$ cat config.mk
export PLATFORM = sky130hd
export DESIGN_NAME = router_fsm
export DESIGN_NICKNAME = d
export VERILOG_FILES = /design/src/rtl/router_fsm.sv
export SDC_FILE = /design/constraint.sdc
export NUM_CORES = 1
export LEC_CHECK = 0
export CAP_MARGIN = 5
export CELL_PAD_IN_SITES_DETAIL_PLACEMENT = 1
export CELL_PAD_IN_SITES_GLOBAL_PLACEMENT = 2
export CORE_MARGIN = 2
export CORE_UTILIZATION = 25
export CTS_BUF_LIST = sky130_fd_sc_hd__clkbuf_8 sky130_fd_sc_hd__clkbuf_16
export CTS_CLUSTER_DIAMETER = 120
export DETAILED_ROUTE_END_ITERATION = 10
export HOLD_SLACK_MARGIN = 0.15
export PLACE_DENSITY = 0.85
export SKIP_CTS_REPAIR_TIMING = 1
export SYNTH_ARGS = -nofsm -noshare
export SYNTH_HDL_FRONTEND = slang
export SYNTH_SLANG_ARGS = --single-unit
$ cat constraint.sdc
create_clock -name clk -period 2.4 [get_ports clk]
set_clock_uncertainty 0.1 [all_clocks]
set_input_delay 0.48 -clock clk [delete_from_list [all_inputs] [get_ports clk]]
set_output_delay 0.48 -clock clk [all_outputs]
set_load 0.02 [all_outputs]
$ cat src/rtl/router_fsm.sv
// Packet router control FSM: sequences header decode, payload load, FIFO-full stalls and parity check.
// Optional build macro ROUTER_FSM_DROP_INVALID_EN adds a DROP_PKT state that discards packets addressed to 3.
module router_fsm #(
    parameter int PKT_CNT_W = 8
) (
    input  logic                 clk,
    input  logic                 rst,
    input  logic                 pkt_valid,
    input  logic [1:0]           data_in,
    input  logic                 fifo_full,
    input  logic                 fifo_empty_0,
    input  logic                 fifo_empty_1,
    input  logic                 fifo_empty_2,
    input  logic                 soft_rst_0,
    input  logic                 soft_rst_1,
    input  logic                 soft_rst_2,
    input  logic                 parity_done,
    input  logic                 low_pkt_valid,
    output logic                 detect_add,
    output logic                 lfd_state,
    output logic                 ld_state,
    output logic                 laf_state,
    output logic                 full_state,
    output logic                 rst_int_reg,
    output logic                 write_enb_reg,
    output logic                 busy,
    output logic [PKT_CNT_W-1:0] pkt_cnt
);

    localparam logic [3:0] DECODE_ADDRESS     = 4'd0;
    localparam logic [3:0] LOAD_FIRST_DATA    = 4'd1;
    localparam logic [3:0] WAIT_TILL_EMPTY    = 4'd2;
    localparam logic [3:0] LOAD_DATA          = 4'd3;
    localparam logic [3:0] FIFO_FULL_STATE    = 4'd4;
    localparam logic [3:0] LOAD_AFTER_FULL    = 4'd5;
    localparam logic [3:0] LOAD_PARITY        = 4'd6;
    localparam logic [3:0] CHECK_PARITY_ERROR = 4'd7;
`ifdef ROUTER_FSM_DROP_INVALID_EN
    localparam logic [3:0] DROP_PKT           = 4'd8;
`endif

    localparam logic [PKT_CNT_W-1:0] CNT_ONE = {{(PKT_CNT_W-1){1'b0}}, 1'b1};

    logic [3:0]           state_q, state_d;
    logic [1:0]           addr_q, addr_d;
    logic [PKT_CNT_W-1:0] pkt_cnt_q, pkt_cnt_d;

    logic empty_hdr;
    logic empty_addr;
    logic soft_rst_sel;
    logic pkt_done;

    // Empty flag of the destination named by the incoming header byte.
    always_comb begin
        empty_hdr = 1'b0;
        case (data_in)
            2'd0:    empty_hdr = fifo_empty_0;
            2'd1:    empty_hdr = fifo_empty_1;
            2'd2:    empty_hdr = fifo_empty_2;
            default: empty_hdr = 1'b0;
        endcase
    end

    // Flags of the latched destination; address 3 has no FIFO and no soft reset.
    always_comb begin
        empty_addr   = 1'b0;
        soft_rst_sel = 1'b0;
        case (addr_q)
            2'd0: begin
                empty_addr   = fifo_empty_0;
                soft_rst_sel = soft_rst_0;
            end
            2'd1: begin
                empty_addr   = fifo_empty_1;
                soft_rst_sel = soft_rst_1;
            end
            2'd2: begin
                empty_addr   = fifo_empty_2;
                soft_rst_sel = soft_rst_2;
            end
            default: begin
                empty_addr   = 1'b0;
                soft_rst_sel = 1'b0;
            end
        endcase
    end

    always_comb begin
        state_d = state_q;
        case (state_q)
            DECODE_ADDRESS: begin
                if (pkt_valid) begin
                    if (data_in != 2'd3) begin
                        state_d = empty_hdr ? LOAD_FIRST_DATA : WAIT_TILL_EMPTY;
                    end
`ifdef ROUTER_FSM_DROP_INVALID_EN
                    else begin
                        state_d = DROP_PKT;
                    end
`endif
                end
            end
            WAIT_TILL_EMPTY: begin
                if (empty_addr) state_d = LOAD_FIRST_DATA;
            end
            LOAD_FIRST_DATA: state_d = LOAD_DATA;
            LOAD_DATA: begin
                if (fifo_full)       state_d = FIFO_FULL_STATE;
                else if (!pkt_valid) state_d = LOAD_PARITY;
            end
            FIFO_FULL_STATE: begin
                if (!fifo_full) state_d = LOAD_AFTER_FULL;
            end
            LOAD_AFTER_FULL: begin
                if (parity_done)        state_d = DECODE_ADDRESS;
                else if (low_pkt_valid) state_d = LOAD_PARITY;
                else                    state_d = LOAD_DATA;
            end
            LOAD_PARITY: state_d = CHECK_PARITY_ERROR;
            CHECK_PARITY_ERROR: begin
                state_d = fifo_full ? FIFO_FULL_STATE : DECODE_ADDRESS;
            end
`ifdef ROUTER_FSM_DROP_INVALID_EN
            DROP_PKT: begin
                if (!pkt_valid) state_d = DECODE_ADDRESS;
            end
`endif
            default: state_d = DECODE_ADDRESS;
        endcase
        if (soft_rst_sel) state_d = DECODE_ADDRESS;
    end

    always_comb begin
        addr_d = addr_q;
        if (state_q == DECODE_ADDRESS && pkt_valid) addr_d = data_in;
    end

    // A packet completes only on a natural return to decode; soft-reset aborts are not counted.
    assign pkt_done = !soft_rst_sel && (state_d == DECODE_ADDRESS) &&
                      ((state_q == CHECK_PARITY_ERROR) || (state_q == LOAD_AFTER_FULL));

    always_comb begin
        pkt_cnt_d = pkt_cnt_q;
        if (pkt_done && (pkt_cnt_q != {PKT_CNT_W{1'b1}})) pkt_cnt_d = pkt_cnt_q + CNT_ONE;
    end

    always_ff @(posedge clk) begin
        if (!rst) begin
            state_q   <= DECODE_ADDRESS;
            addr_q    <= 2'd0;
            pkt_cnt_q <= '0;
        end else begin
            state_q   <= state_d;
            addr_q    <= addr_d;
            pkt_cnt_q <= pkt_cnt_d;
        end
    end

    assign detect_add    = (state_q == DECODE_ADDRESS);
    assign lfd_state     = (state_q == LOAD_FIRST_DATA);
    assign ld_state      = (state_q == LOAD_DATA);
    assign laf_state     = (state_q == LOAD_AFTER_FULL);
    assign full_state    = (state_q == FIFO_FULL_STATE);
    assign rst_int_reg   = (state_q == CHECK_PARITY_ERROR);
    assign write_enb_reg = (state_q == LOAD_DATA) || (state_q == LOAD_PARITY) ||
                           (state_q == LOAD_AFTER_FULL);
`ifdef ROUTER_FSM_DROP_INVALID_EN
    assign busy          = !((state_q == DECODE_ADDRESS) || (state_q == LOAD_DATA) ||
                             (state_q == DROP_PKT));
`else
    assign busy          = !((state_q == DECODE_ADDRESS) || (state_q == LOAD_DATA));
`endif
    assign pkt_cnt       = pkt_cnt_q;

endmodule

# Word level (Yosys, flattened, before mapping)
# Index checks and enable logic that the tools add are counted.
# Widths: inputs -> output; s select.
# word_totals
ff_bits	14
inputBits	14
output_inout_bits	16
word_cells	46
# classes
n_addsub	1
eq_ne	13
mux	15
n_reduce_logical	14
# ops
op	count
$pmux 4 s8	1
$mux 4	7
$eq 4x3->1 const B	4
$mux 3	3
$pmux 1 s3	3
$add 8x1->8 const B	1
$eq 4x2->1 const B	2
$logic_not 4->1	2
$ne 8x8->1 const B	1
$eq 2x1->1 const B	2
$eq 2x2->1 const B	2
$eq 4x1->1 const B	1
$logic_and 1x1->1	4
$logic_not 2->1	2
$logic_or 1x1->1	4
$logic_not 1->1	2
$mux 2	1
$ne 2x2->1 const B	1

# Depth between registers and ports, before layout
# logic_depth
word_depth	11
mapped_depth	6
depth_no_buf	6

# Least setup slack after synthesis
# Ideal clock, no wire load.
# synth_path
path_type	flip-flop to flip-flop
from	register pkt_cnt_q[0], in the netlist pkt_cnt[0]
to	register pkt_cnt_q[4], in the netlist pkt_cnt[4]
setup_ns	0.070
arrival_time_ns	1.823
required_time_ns	2.230
setup_slack_ns	0.407
stages_incl_launch_ff	7
n_path_buf	0
synth_period_minus_slack_ns	1.993
path_cell_list	dfxtp_1 > ha_1 > and3_1 > a211oi_2 > nand3_1 > or4_1 > a21oi_1
# synth_via
elab_chain_cells	2
elab_cells_between_ends	3
cone_classes	add/sub: 1; eq/ne: 1; reduce/logical: 1
# synth_lines
element	line	text
from (decl)	46	logic [PKT_CNT_W-1:0] pkt_cnt_q, pkt_cnt_d;
from (signal assigned)	155	pkt_cnt_q <= pkt_cnt_d;
branches (longest 2 deep; another with $add 8x1->8)	-	
# Several ways; the timed one is not identified.
# A chain may end at the register's enable or synchronous reset.

# Worst setup path after layout
# layout_path
from	input port fifo_full
to	register pkt_cnt_q[4], in the netlist pkt_cnt[4]
# layout_via
elab_chain_cells	7
elab_cells_between_ends	9
cone_classes	mux: 5; reduce/logical: 4
# layout_lines
element	line	text
from (decl)	10	input logic fifo_full,
$mux 4, or another cell as far along	112	if (!fifo_full) state_d = LOAD_AFTER_FULL;
$pmux 4 s8 *	90	case (state_q)
$mux 4 *	130	if (soft_rst_sel) state_d = DECODE_ADDRESS;
$logic_not 4->1 *	139	assign pkt_done = !soft_rst_sel && (state_d == DECODE_ADDRESS) &&
$logic_and 1x1->1 * (2 in a row)	139	
$logic_and 1x1->1 *	144	if (pkt_done && (pkt_cnt_q != {PKT_CNT_W{1'b1}})) pkt_cnt_d = pkt_cnt_q + CNT_ONE;
# Every way passes the cells marked *; elsewhere a longest branch is shown, timed or not.

==> results.py <==
metrics = {
    "outcome": {
        "status": "completed",
    },
    "route": {
        "routed_wl_um": 2870,
        "antenna_left": 0,
        "vias": 1044,
        "remaining_drc_errors": 0,
        "via_per_inst": 5.04,
        "wire_per_inst_um": 13.9,
        "drt-initial-drc-count": 12,
        "first_pass_iters": 3,
    },
    "clock_tree": {
        "clk_latency_ps": 250,
        "ctsRootBufferMaster": "clkbuf_8",
        "cts.sinks": 14,
        "path_clk_slew_ps": 60,
        "h-tree-depth": 1,
        "cts_tree": "built",
        "cts_made_buffers": 3,
        "clk_path_buf_depth": 2,
    },
    "power": {
        "p_total_mw": 0.553,
        "power_leakage_nw": 0.645,
        "cellPowerDensity_mw_per_mm2": 385,
        "switchingPower_mw": 0.127,
        "ir_worst_vdd_mv": 0.321,
        "netSwitchingFraction_pct": 23.1,
        "seqPwrFrac_pct": 43.3,
        "intPower_mw": 0.425,
        "clkPwrFrac_pct": 41.7,
        "pwr-share-comb_pct": 15.0,
    },
    "timing": {
        "setup_viol": 0,
        "min_period_over_period_pct": 93.1,
        "fmax_ghz": 0.447,
        "setup_slack_ps": 165,
        "rsz0062_at_grt": "false",
        "final.min_clock_period_ps": 2240,
        "hold_ws_ps": 405,
        "maxSlewViolCount": 0,
        "final_hold_viol_count": 0,
    },
    "synth": {
        "synth_compound_area_share_pct": 19.9,
        "postSynthNetCount": 136,
        "muxShareOfSynthArea_pct": 8.32,
        "synthAdderAreaFrac_pct": 1.30,
        "yosys_warnings": 0,
        "ys_ff_latch": 14,
        "synth-main-ff-cell": "dfxtp_1",
        "netlist_instances": 121,
        "avgSynthCellArea_um2": 7.95,
        "synth_edf_count": 0,
        "yosys.area_share.simple_pct": 33.4,
        "yosysSeqAreaShare_pct": 29.1,
        "synth_xor_area_share_pct": 1.82,
        "synth_top_family_by_area": "simple AND/OR/NAND/NOR gates",
        "synthArstFlopShare_pct": 0,
        "netlist_area_um2": 962,
        "synth.distinct_cells": 44,
    },
    "critical_path": {
        "cp.required_ps": 2470,
        "critPathMaxStageDelay_ps": 540,
        "crit_arrival_ps": 2310,
        "cp_cell_sequence": "clkdlybuf4s50_1, a21oi_2, a311oi_2, o221ai_2, or4_1, a21oi_1",
        "crit_fanout": 4,
        "crit_buf_inv": 1,
        "endpoint_kind": "register",
        "crit_type": "input pin to register",
        "worstSetupStartpointType": "input pin",
        "slowest_stage": "or4_1",
        "crit_family": "compound AO/OA/AOI/OAI gates",
    },
    "placement": {
        "dp_slack_ps": -89.9,
        "numPortBuffers": 29,
        "place.gp.congestion": 0.851,
        "dp_hpwl_um": 2240,
        "placed_cell_area_mm2": 0.00136,
    },
    "final_layout": {
        "n_fill_cell": 467,
        "nNetsFinal": 175,
        "drive_gt1_share_pct": 13.8,
        "area_growth_syn_to_layout_pct": 49.2,
        "final_util_pct": 38.9,
        "final_area_mm2": 0.00144,
        "final_common_cell": "clkdlybuf4s50_1",
        "antenna_cells": 0,
        "layout_common_cells": "clkdlybuf4s50_1, nor2_1, dfxtp_1",
    },
    "global_routing": {
        "grt_max_degree": 14,
        "grt_pass1_wl_um": 5040,
        "grt_overflow": 0,
        "antenna_found_initial": 0,
        "grt_use_total_pct": 14.4,
        "grt_pass1_vias": 1153,
    },
    "floorplan": {
        "io_pins": 30,
        "coreArea_mm2": 0.00369,
        "die_w_um": 66.0,
        "die_y_um": 66.0,
        "rows": 22,
        "initial_core_util_pct": 26.1,
        "dieArea_mm2": 0.00436,
    },
    "min_path": {
        "hold_path_class": "register to register",
    },
    "job": {
        "drv_cap": 0,
    },
}
==> layer usage <==
metal  global-route usage [%]  wire length (um)  vias up  part of all wire (%)
met4                     1.28                 8        0                  0.28
met2                     25.4              1460       18                    51
met1                     18.3              1300      507                    45
met3                     3.75               105        2                   3.7
li1                         -                 -      517                     -
met5                        0                 0        -                     0
==> sequential cells by signal, summed over array words and instances, names as in the netlist <==
| register | flops |
|---|---|
| addr_q | 2 |
| pkt_cnt | 8 |
| state_q | 4 |
==> Yosys cell counts, types with 2 or more instances <==
cell type | n | area (um^2)
nand3b_1 | 5 | 37.5
nor3_1 | 2 | 10.0
inv_1 | 6 | 22.5
nand2b_1 | 2 | 12.5
nand3_1 | 5 | 25.0
dfxtp_1 | 14 | 280
nor3b_1 | 2 | 15.0
nand4_1 | 2 | 12.5
a22oi_1 | 2 | 15.0
o21ai_0 | 6 | 30.0
xor2_1 | 2 | 17.5
a21oi_1 | 6 | 30.0
nand2_1 | 11 | 41.3
buf_2 | 2 | 10.0
nor2b_1 | 2 | 12.5
and3_1 | 2 | 12.5
or3_1 | 3 | 18.8
nor2_1 | 14 | 52.6
mux2i_1 | 8 | 80.1
==> worst register-to-register path: stages (launching register included) <==
cell and delay, ps:
dfxtp_2 410, buf_4 220, a21oi_2 80, a311oi_2 340, o221ai_2 180, or4_1 540
a21oi_1 180
==> final timing paths <==
kind | startpoint | endpoint | cells past startpoint | slack, ps
setup / recovery | fifo_full | pkt_cnt[4] | 6 | 160
setup reg to reg | state_q[1] | pkt_cnt[4] | 6 | 290
hold reg to reg | pkt_cnt[7] | pkt_cnt[7] | 2 | 410
hold / removal | pkt_cnt[7] | pkt_cnt[7] | 2 | 410
==> kinds of logic after synthesis <==
| group | count (synthesis) |
|---|---|
| AOI/OAI and AO/OA | 26 |
| muxes | 8 |
| adders and majority gates | 1 |
| buffers and inverters | 11 |
| and+or+nand+nor | 58 |
| other | 1 |
| xor gates and xnor gates | 2 |
| DFF | 14 |
==> metrics by stage <==
step           cells  setup TNS [ps]
2_1_floorplan    121               0
3_3_place_gp     203               0
3_5_place_dp     203            -159
4_1_cts          207            -160
5_1_grt          207               0
6_report         207               0
==> power by group through the flow <==
stage / combinational [mW] / clock, mW / sequential (mW)
finish: 0.0830 / 0.231 / 0.239
global route: 0.0918 / 0.252 / 0.240
CTS: 0.0845 / 0.237 / 0.239
global placement: 0.0821 / 0 / 0.244
floorplan: 0.0374 / 0 / 0.243
detailed placement: 0.0840 / 0 / 0.244
==> final cells by class <==
cell class	instances	area [um^2]	share of cell area, %
sequential	14	283	19.7
timing repair buffer	39	385	26.9
tap	48	60.1	4.18
inverter	6	22.5	1.57
clock buffer	4	55.1	3.84
multi-input combinational	96	629	43.9
Power figures use the tool's default switching activity.
